File: config.mk
export PLATFORM = sky130hd
export DESIGN_NAME = cop_issue
export DESIGN_NICKNAME = d
export VERILOG_FILES = /design/src/rtl/cop_pkg.sv /design/src/rtl/cop_lat_lut.sv /design/src/rtl/cop_issue.sv
export SDC_FILE = /design/constraint.sdc
export NUM_CORES = 1
export LEC_CHECK = 0
export ABC_AREA = 1
export BUFFER_PORTS_ARGS = -buffer_cell sky130_fd_sc_hd__buf_2
export CAP_MARGIN = 20
export CORE_ASPECT_RATIO = 1.2
export CORE_UTILIZATION = 31
export DETAILED_ROUTE_END_ITERATION = 6
export GPL_ROUTABILITY_DRIVEN = 1
export PLACE_DENSITY_LB_ADDON = 0.12
export RECOVER_POWER = 25
export SYNTH_ARGS = -nofsm -noshare
export SYNTH_HDL_FRONTEND = slang
export SYNTH_SLANG_ARGS = --single-unit
File: constraint.sdc
create_clock -name clk -period 2.1 [get_ports clk]
set_clock_uncertainty 0.05 [all_clocks]
set_input_delay 0.315 -clock clk [delete_from_list [all_inputs] [get_ports clk]]
set_output_delay 0.315 -clock clk [all_outputs]
set_load 0.02 [all_outputs]
File: src/rtl/cop_pkg.sv
`default_nettype none
// ============================================================================
// Module      : cop_pkg
// Description : Opcodes, instruction field positions and issue FSM states
//               shared by the coprocessor issue block.
// Revision    : 1.0 - initial release
// ============================================================================
package cop_pkg;

    localparam logic [5:0] OP_NOP = 6'b000000;
    localparam logic [5:0] OP_ADD = 6'b110000;
    localparam logic [5:0] OP_SUB = 6'b110001;
    localparam logic [5:0] OP_MUL = 6'b110010;
    localparam logic [5:0] OP_DIV = 6'b110011;
    localparam logic [5:0] OP_CMP = 6'b110100;
    localparam logic [5:0] OP_REV = 6'b110101;
    localparam logic [5:0] OP_RND = 6'b110110;
    localparam logic [5:0] OP_LW  = 6'b110111;
    localparam logic [5:0] OP_SW  = 6'b111000;

    localparam int c_OPC_HI = 31;
    localparam int c_OPC_LO = 26;
    localparam int c_IN1_HI = 25;
    localparam int c_IN1_LO = 21;
    localparam int c_IN2_HI = 20;
    localparam int c_IN2_LO = 16;
    localparam int c_DST_HI = 15;
    localparam int c_DST_LO = 11;

    typedef enum logic [1:0] {
        ST_IDLE  = 2'd0,
        ST_BUSY  = 2'd1,
        ST_SWCAP = 2'd2
    } state_t;

endpackage
`default_nettype wire

File: src/rtl/cop_lat_lut.sv
`default_nettype none
// ============================================================================
// Module      : cop_lat_lut
// Description : Combinational opcode decode to {legal, busy latency}.
// Revision    : 1.0 - initial release
// ============================================================================
module cop_lat_lut
    import cop_pkg::*;
#(
    parameter int MUL_LAT = 2,
    parameter int DIV_LAT = 4
) (
    input  logic [5:0] opcode,
    output logic       legal,
    output logic [3:0] latency
);

    always_comb begin
        legal   = 1'b1;
        latency = 4'd1;
        case (opcode)
            OP_ADD, OP_SUB, OP_CMP, OP_RND, OP_LW: latency = 4'd1;
            OP_MUL:         latency = 4'(MUL_LAT);
            OP_DIV, OP_REV: latency = 4'(DIV_LAT);
            OP_SW:          latency = 4'd2;
            default: begin
                legal   = 1'b0;
                latency = 4'd0;
            end
        endcase
    end

endmodule
`default_nettype wire

File: src/rtl/cop_issue.sv
`default_nettype none
// ============================================================================
// Module      : cop_issue
// Description : Issues decoded instructions to a coprocessor, tracks busy
//               latency and returns sw results. Optional performance
//               counters are enabled by COP_ISSUE_PERF_CNT_EN.
// Revision    : 1.0 - initial release
// ============================================================================
module cop_issue
    import cop_pkg::*;
#(
    parameter int MUL_LAT = 2,
    parameter int DIV_LAT = 4
) (
    input  logic        clk,
    input  logic        rst,
    input  logic        instr_valid,
    input  logic [31:0] instr,
    output logic        instr_ready,
    input  logic [31:0] load_data,
    output logic [5:0]  cop_opcode,
    output logic [4:0]  cop_addr_in1,
    output logic [4:0]  cop_addr_in2,
    output logic [4:0]  cop_addr_dest,
    output logic [31:0] cop_indata,
    input  logic [31:0] cop_outdata,
    output logic        store_valid,
    output logic [31:0] store_data,
    output logic        illegal
`ifdef COP_ISSUE_PERF_CNT_EN
    ,
    output logic [31:0] issue_cnt,
    output logic [31:0] stall_cnt
`endif
);

    state_t     r_state;
    logic [3:0] r_cnt;
    logic [5:0] w_opcode;
    logic       w_legal;
    logic [3:0] w_lat;
    logic       w_accept;
    logic       w_unused_bits;

    assign w_opcode      = instr[c_OPC_HI:c_OPC_LO];
    assign w_unused_bits = ^instr[c_DST_LO-1:0];

    cop_lat_lut #(
        .MUL_LAT (MUL_LAT),
        .DIV_LAT (DIV_LAT)
    ) u_lat_lut (
        .opcode  (w_opcode),
        .legal   (w_legal),
        .latency (w_lat)
    );

    assign instr_ready = (r_state == ST_IDLE) && !rst;
    assign w_accept    = instr_valid && instr_ready;

    always_ff @(posedge clk) begin
        if (rst) begin
            r_state       <= ST_IDLE;
            r_cnt         <= 4'd0;
            cop_opcode    <= OP_NOP;
            cop_addr_in1  <= 5'd0;
            cop_addr_in2  <= 5'd0;
            cop_addr_dest <= 5'd0;
            cop_indata    <= 32'd0;
            store_data    <= 32'd0;
            store_valid   <= 1'b0;
            illegal       <= 1'b0;
        end else begin
            cop_opcode  <= OP_NOP;
            store_valid <= 1'b0;
            illegal     <= 1'b0;
            case (r_state)
                ST_IDLE: begin
                    if (w_accept) begin
                        if (w_legal) begin
                            cop_opcode    <= w_opcode;
                            cop_addr_in1  <= instr[c_IN1_HI:c_IN1_LO];
                            cop_addr_in2  <= instr[c_IN2_HI:c_IN2_LO];
                            cop_addr_dest <= instr[c_DST_HI:c_DST_LO];
                            cop_indata    <= load_data;
                            // Single-cycle ops stay in IDLE so accepts can run back to back
                            if (w_opcode == OP_SW) begin
                                r_state <= ST_SWCAP;
                            end else if (w_lat > 4'd1) begin
                                r_state <= ST_BUSY;
                                r_cnt   <= w_lat - 4'd1;
                            end
                        end else begin
                            illegal <= 1'b1;
                        end
                    end
                end
                ST_BUSY: begin
                    if (r_cnt == 4'd0) begin
                        r_state <= ST_IDLE;
                    end else begin
                        r_cnt <= r_cnt - 4'd1;
                    end
                end
                ST_SWCAP: begin
                    store_data  <= cop_outdata;
                    store_valid <= 1'b1;
                    r_state     <= ST_IDLE;
                end
                default: r_state <= ST_IDLE;
            endcase
        end
    end

`ifdef COP_ISSUE_PERF_CNT_EN
    always_ff @(posedge clk) begin
        if (rst) begin
            issue_cnt <= 32'd0;
            stall_cnt <= 32'd0;
        end else begin
            if (w_accept && w_legal) begin
                issue_cnt <= issue_cnt + 32'd1;
            end
            if (instr_valid && !instr_ready) begin
                stall_cnt <= stall_cnt + 32'd1;
            end
        end
    end
`endif

endmodule
`default_nettype wire

---- Word level (Yosys, flattened, before mapping) ----
Cells that the tools add are included.
Widths: inputs -> output; s select.
word-level totals
  input port bits ......................... 99
  output and inout bits ................... 88
  flip-flop bits (word level) ............. 93
cells by class
  reduce and logical (&&, ||, !) cells .... 15
  $lt $le $gt $ge ......................... 1
  bitwise operators ....................... 3
  equal/unequal tests ..................... 18
  add/subtract/negate cells ............... 2
  mux-type cells .......................... 16
operators with widths
  kind                 number
  $eq 6x6->1 const B   9
  $mux 4               5
  $mux 2               5
  $pmux 3 s3           1
  $reduce_or 9->1      1
  $ne 2x2->1 const B   4
  $pmux 4 s2           1
  $sub 4x1->4 const B  2
  $reduce_and 6->1     1
  $reduce_or 5->1      1
  $gt 4x1->1 const B   1
  $logic_not 4->1      1
  $ne 2x1->1 const B   2
  $pmux 2 s2           1
  $reduce_and 4->1     1
  $reduce_or 2->1      2
  $reduce_or 4->1      1
  $mux 1               3
  $ne 3x1->1 const B   1
  $not 1->1            3
  $reduce_and 3->1     1
  $reduce_or 3->1      1
  $eq 2x1->1 const B   1
  $eq 2x2->1 const B   1
  other kinds (4)      5

---- Longest topological paths before layout ----
Gate-level depths: netlist (run 1).
  word-level depth ........................ 9
  mapped depth ............................ 12
  gate-level depth less buffers ........... 12

---- Modules after synthesis ----
A second synthesis (run 1) with hierarchy kept.
second synthesis, totals
  cell total of the unflattened synthesis .. 473
  area, all modules ....................... 3652.3 um2
modules (own cells, without submodules)
  module       sequential area each (um2)  area an instance (um2)  cells an instance  times used
  cop_issue    1861.8                      3538.4                  446                1
  cop_lat_lut  0.0                         113.9                   27                 1

---- Worst setup path before layout (run 1) ----
No wires, ideal clock.
  path kind ............................... input to register
  start point ............................. in instr[29]
  end point ............................... reg r_cnt[2]
  library setup time ...................... 0.113 ns
  arrival ................................. 1.457 ns
  cell stages on the path ................. 10
  slack ................................... 0.480 ns
  required time ........................... 1.937 ns
  path buffers ............................ 0
  cells stage by stage .................... nor2_1 -> nand3_1 -> nand2_1 -> nor2_4 -> ha_1 -> or2_2 -> nand3_1 -> o21ai_0 -> nor2_1 -> nor2_1
between the ends
  longest elaborated chain between the ends .. 9
  elaborated cells between the ends (all ways) .. 26
  those cells by class .................... add/sub (1); order compare (1); eq/ne (12); mux (7); reduce/logical (5)
RTL lines
  item                                                       RTL line                            source
  from (decl)                                                cop_issue.sv:18                     input logic [31:0] instr,
  $eq 6x6->1, on equally long branches                       cop_lat_lut.sv:21, cop_issue.sv:86
  $reduce_or 5->1 / $reduce_or 2->1 (equally long branches)  -
  $pmux 3 s3                                                 cop_lat_lut.sv:21                   case (opcode)
  $sub 4x1->4                                                cop_issue.sv:90                     r_cnt <= w_lat - 4'd1;
  $mux 4                                                     cop_issue.sv:88                     end else if (w_lat > 4'd1) begin
  $mux 4                                                     cop_issue.sv:86                     if (w_opcode == OP_SW) begin
  $mux 4                                                     cop_issue.sv:79                     if (w_legal) begin
  $mux 4                                                     cop_issue.sv:78                     if (w_accept) begin
  $pmux 4 s2                                                 cop_issue.sv:76                     case (r_state)
  to (signal assigned)                                       cop_issue.sv:90
  to (signal assigned)                                       cop_issue.sv:101                    r_cnt <= r_cnt - 4'd1;
  to (decl)                                                  cop_issue.sv:38                     logic [3:0] r_cnt;
Parallel ways exist; a longest one is shown, timed or not. The select of a mux whose other input is x is not followed.
A chain may end at the register's enable or synchronous reset.

---- Worst setup path in the final report (run 1) ----
  start point ............................. reg r_state[0]
  end point ............................... reg cop_indata[10]
between the ends
  longest elaborated chain between the ends .. 4
RTL lines
  item                          RTL line                          source
  from (decl)                   cop_issue.sv:37                   state_t r_state;
  from (signal assigned)        cop_issue.sv:62                   r_state <= ST_IDLE;
  from (signal assigned)        cop_issue.sv:87                   r_state <= ST_SWCAP;
  from (signal assigned)        cop_issue.sv:89                   r_state <= ST_BUSY;
  $logic_not 2->1 *             cop_issue.sv:57, cop_issue.sv:76
  $logic_and 1x1->1             cop_issue.sv:57                   assign instr_ready = (r_state == ST_IDLE) && !rst;
  $logic_and 1x1->1             cop_issue.sv:58                   assign w_accept = instr_valid && instr_ready;
  $reduce_and 3->1 (no line) *  -
  to (signal assigned)          cop_issue.sv:84                   cop_indata <= load_data;
  to (decl)                     cop_issue.sv:25                   output logic [31:0] cop_indata,
Every way passes the cells marked *; elsewhere a longest branch is shown, timed or not.

==> results of run 1 <==
synthesized netlist by cell type:
library cell,count,area [um2]
nor2_1,161,604
dfxtp_1,93,1860
o21ai_0,81,405
nor2_2,24,150
nand2_1,20,75.1
inv_1,16,60.1
clkbuf_1,15,56.3
nand3_1,8,40.0
buf_2,6,30.0
inv_2,3,11.3
a21oi_1,2,10.0
buf_8,2,30.0
ha_1,2,25.0
nand2_2,2,12.5
nand2_4,2,22.5
nand3b_1,2,15.0
nor3_1,2,10.0
or2_2,2,12.5
a31oi_1,1,6.26
buf_1,1,3.75
buf_6,1,11.3
mux2i_1,1,10.0
nand3_2,1,10.0
nand4_1,1,6.26
nor2_4,1,11.3
xnor2_1,1,8.76
cells by family after synthesis:
kind of cell / count (synthesis) / share of synthesized area [%]
buffers and inverters: 44 / 5.79
muxes: 1 / 0.286
xor gates and xnor gates: 1 / 0.250
DFF: 93 / 53.2
AOI/OAI and AO/OA: 84 / 12.0
and+or+nand+nor: 226 / 27.7
adders and majority gates: 2 / 0.715
state kept, by name (all words and copies together), names as in the netlist:
signal and count:
r_state 2, store_valid 1, cop_indata 32, store_data 32, cop_addr_dest 5, cop_addr_in2 5, r_cnt 4, cop_opcode 6
illegal 1, cop_addr_in1 5
power by group:
group	internal, mW	leakage [nW]	total, mW	switching [mW]
registers	1.79	0.751	1.81	0.0154
clock network	1.04	0.145	1.73	0.685
logic	0.124	1.46	0.291	0.167
final cells by class:
type                            count  area (um2)
Timing Repair Buffer              182         907
Multi-Input combinational cell    314        1430
Fill cell                        1170        6280
Sequential cell                    93        1860
Inverter                           19        71.3
Tap cell                          132         165
Clock buffer                       10         229
Clock inverter                      5        83.8
metrics by stage:
stage / std cells / hold slack, ns / util, % / cell area [um2]
after floorplan: 451 / 0.337 / - / 3500
after global placement: 740 / 0.410 / 40.6 / 4480
after detailed placement: 740 / 0.416 / 40.6 / 4480
after CTS: 755 / 0.132 / 43.4 / 4790
after global routing: 755 / 0.143 / 43.0 / 4750
final: 755 / 0.143 / 43.0 / 4750
final timing paths:
kind	start	end	cells after the start
setup reg to reg	r_state[0]$_SDFFE_PP0P_	cop_indata[10]$_SDFFE_PP0P_	9
hold reg to reg	cop_addr_in1[3]$_SDFFE_PP0P_	cop_addr_in1[3]$_SDFFE_PP0P_	2
setup / recovery	r_state[0]$_SDFFE_PP0P_	cop_indata[10]$_SDFFE_PP0P_	9
hold / removal	cop_outdata[17]	store_data[17]$_SDFFE_PP0P_	3
routing by layer:
layer	global-route usage [%]	share of wire, %	vias to the layer above
li1	-	-	1758
met1	18.2	44	1507
met2	26.5	47	116
met3	4.44	7.3	14
met4	7.93	1.8	0
met5	0	0	-
critical path: cells and delay by family, from the launching register on:
family          cells  cell delay [ns]
simple gates        5             0.57
buf+inv             3             0.44
flops               1             0.32
compound gates      1             0.23
==> results.cfg, run 1 <==
[cts]
clk_latency_ns = 0.34
tritoncts = built
cts_inserted_buffers = 9
postCtsSetupRepairBufs = 0
h-tree-depth = 3
post_cts_resized = 0
ctsHoldBuffers = 0
cts_buffer_depth = 2
clk_pin_slew_worst_paths_ns = 0.07
cts_sinks = 93
root_buffer = clkbuf_16

[placement]
dpl.hpwl_um = 6250
port_buffers = 175
place_congestion = 0.767
dp_worst_setup_slack_ns = 0.165

[floorplanning]
rows = 42
ios = 187
die_area_um2 = 11700
start_util_pct = 31.7
die_w_um = 99.0
die_h_um = 118
fp.coreArea_um2 = 11000

[logic_synthesis]
syn_inst = 451
syn_avg_cell_area_um2 = 7.76
yosysSeqAreaShare_pct = 53.2
syn_nets = 552
ys.warnings.count = 0
synth_cell_types = 26
syn-cell-area_um2 = 3500
ys_ff_latch = 93

[flow_run]
drv_cap = 0

[sta]
rsz0062_at_grt = false
setup_tns_ns = 0
maxSlewViolCount = 0
final.period_utilization_pct = 82.3
setup_viol = 0
max_freq_mhz = 578
fin_crit_ns = 1.73
tightest_slew_ns = 0.666
relSlewSlack_pct = 55.6
hold_violations = 0
postLayoutSetupSlackWorst_ns = 0.371

[global_route]
antenna_found_initial = 0
grt_max_degree = 51
grt_pass1_vias = 3146
grt.total_usage_pct = 15.8
overflow = 0
grt_pass1_wl_um = 14500

[pwr]
total_power_mw = 3.83
powerDensity_nw_per_um2 = 806
leakagePower_nw = 2.36
peakVddDrop_v = 0.000336

[detailed_routing]
wl_per_cell_um = 11.9
drt_iter0_markers = 106
route.detailed.drc = 0
vias = 3395
viasPerCell = 4.50
antenna_left = 0
dr.pass1.iters = 4
finalWirelength_um = 8990

[run_status]
status = finished, final reports clean

[setup_path]
r2r_slack_ns = 0.37
path_max_fanout = 39
crit_path_end_kind = register
required_ns = 2.28
cp.arrival_ns = 1.91
cpMostUsedCell = nor2_1
crit_slowest_cell = dfxtp_1
path_class = register to register
crit_path_start_kind = register
cp_cell_sequence = nor2_1 -> inv_2 -> nor2_2 -> nand2_1 -> inv_1 -> nand2_4 -> buf_4 -> o21ai_0 -> nor2_1
crit_path_max_incr_delay_ns = 0.32

[hold_path]
hp-class = input port to register

[finish]
layout.cells.most_common_list = nor2_1 (162), buf_2 (150), dfxtp_1 (93)
layout_commonest_cell = nor2_1
area_delta_synth_final_pct = 35.8
num-nets-final = 720
num_antenna_cells = 0
drive_gt1_share_pct = 33.1
Note: power is estimated with default switching activity, not from simulation.
==> run 2: changes to the inputs <==
Clock period 2.1 ns to 1.7 ns, I/O delays scaled along.
==> results.cfg, run 2 (same netlist as run 1, synthesis figures left out) <==
[sta]
fin_hold_ws_ns = 0.0895
postLayoutSetupSlackWorst_ns = 0.157
rsz0062_at_grt = true
fin_crit_ns = 1.54
max_freq_mhz = 648
setup_viol = 0
relSlewSlack_pct = 56.7
tightest_slew_ns = 0.650
final.period_utilization_pct = 90.8
hold_violations = 0
setup_tns_ns = 0
maxSlewViolCount = 0

[detailed_routing]
viasPerCell = 4.45
wl_per_cell_um = 11.9
finalWirelength_um = 9080
antenna_left = 0
dr.pass1.iters = 4
drt_iter0_markers = 146
route.detailed.drc = 0
vias = 3396

[setup_path]
path_class = register to register
worstReg2RegEnd = r_cnt[2]$_SDFFE_PP0P_
required_ns = 1.92
r2r_slack_ns = 0.16
r2r_cells = 11
cp.arrival_ns = 1.76
regToRegStartpoint = r_state[0]$_SDFFE_PP0P_
crit_path_start_kind = register
crit_path_end_kind = register
path_max_fanout = 7

[hold_path]
hp-start = cop_outdata[13]
hold_depth = 3
min_to = store_data[13]$_SDFFE_PP0P_
hp-class = input port to register

[global_route]
antenna_found_initial = 0
overflow = 0
grt_pass1_vias = 3124
grt_max_degree = 47
grt.total_usage_pct = 15.5
grt_pass1_wl_um = 14400

[placement]
dp_worst_setup_slack_ns = -0.112
place_congestion = 0.758
dpl.hpwl_um = 6340
port_buffers = 175
dp_cells = 747

[run_status]
status = finished, final reports clean

[finish]
num-nets-final = 728
area_delta_synth_final_pct = 38.3
drive_gt1_share_pct = 32.0
num_antenna_cells = 0
layout_commonest_cell = nor2_1
layout.cells.most_common_list = nor2_1 (159), buf_2 (133), dfxtp_1 (93)
final_cell_count_no_fill = 763
top_regs = cop_indata: 32 flops, store_data: 32 flops, cop_opcode: 6 flops

[floorplanning]
die_area_um2 = 11700
rows = 42
ios = 187
start_util_pct = 31.7
die_h_um = 118
fp.coreArea_um2 = 11000
die_w_um = 99.0

[pwr]
total_power_mw = 4.62
peakVddDrop_v = 0.000482
leakagePower_nw = 2.34
powerDensity_nw_per_um2 = 955

[cts]
cts_inserted_buffers = 9
tritoncts = built
cts_buffer_depth = 2
h-tree-depth = 3
cts_sinks = 93
clk_latency_ns = 0.33
root_buffer = clkbuf_16
clk_pin_slew_worst_paths_ns = 0.07

[flow_run]
drv_cap = 0
[run 2: cell types whose count changed in the layout (fill, tap and decap cells not counted)]
cell        change
buf_2          -17
clkbuf_1       +16
buf_12          +4
buf_4           +4
nor2_1          -3
nor2_2          +3
a31oi_1         -1
a31oi_2         +1
bufinv_16       -1
clkbuf_8        +1
clkinv_2        +1
clkinv_4        +1
clkinvlp_4      -1
[run 2: routing by layer]
metal | track usage [%] | up-vias | wire (um)
met1 | 18.7 | 1495 | 4110
met3 | 4.49 | 8 | 645
li1 | - | 1772 | -
met2 | 25.9 | 121 | 4220
met4 | 5.88 | 0 | 106
met5 | 0 | - | 0
[run 2: area by class of cell]
class | instances | area [um2]
repair buffers | 190 | 996
inverters | 19 | 71.3
fillers | 1143 | 6200
clock inverters | 5 | 60.1
multi-input cells | 314 | 1450
well taps | 132 | 165
clock buffers | 10 | 239
flip-flops and latches | 93 | 1860
[run 2: worst max path at each step]
| stage | startpoint | endpoint | slack [ns] |
|---|---|---|---|
| floorplan | instr[29] | r_cnt[2]$_SDFFE_PP0P_ | 0.14 |
| global placement | instr[29] | r_cnt[2]$_SDFFE_PP0P_ | -0.08 |
| detailed placement | instr[29] | r_cnt[2]$_SDFFE_PP0P_ | -0.11 |
| CTS | r_cnt[0]$_SDFFE_PP0P_ | r_cnt[2]$_SDFFE_PP0P_ | 0.03 |
| global route | r_state[0]$_SDFFE_PP0P_ | r_cnt[1]$_SDFFE_PP0P_ | -0.007 |
| finish | r_state[0]$_SDFFE_PP0P_ | r_cnt[2]$_SDFFE_PP0P_ | 0.16 |
[run 2: power breakdown]
part           internal [mW]  leakage, nW  switching (mW)
sequential              2.22        0.751          0.0195
clock                   1.18        0.145           0.828
combinational          0.168         1.44           0.211
total                   3.56         2.34            1.06
[run 2: through the flow]
step	util (%)	cell area [um2]
after CTS	44.2	4880
after global placement	41.5	4580
after floorplan	-	3500
after detailed placement	41.5	4580
after global routing	43.9	4840
final	43.9	4840
[run 2: worst max-delay path, stage by stage, from the launching register on]
cell	delay, ns
dfxtp_1	0.34
nor2_2	0.16
inv_2	0.07
nor2_2	0.10
nand2_1	0.08
inv_1	0.09
nand2_4	0.10
nand2_1	0.15
nand2_2	0.13
nand2_1	0.08
nand2_1	0.04
nor2_1	0.10
[run 2: timing repair]
action / 4_1_cts / 5_1_grt
hold buffers: 0 / 0
buffers inserted: 0 / 1
endpoints found under the setup margin: 0 / 3
resized for setup: 0 / 2
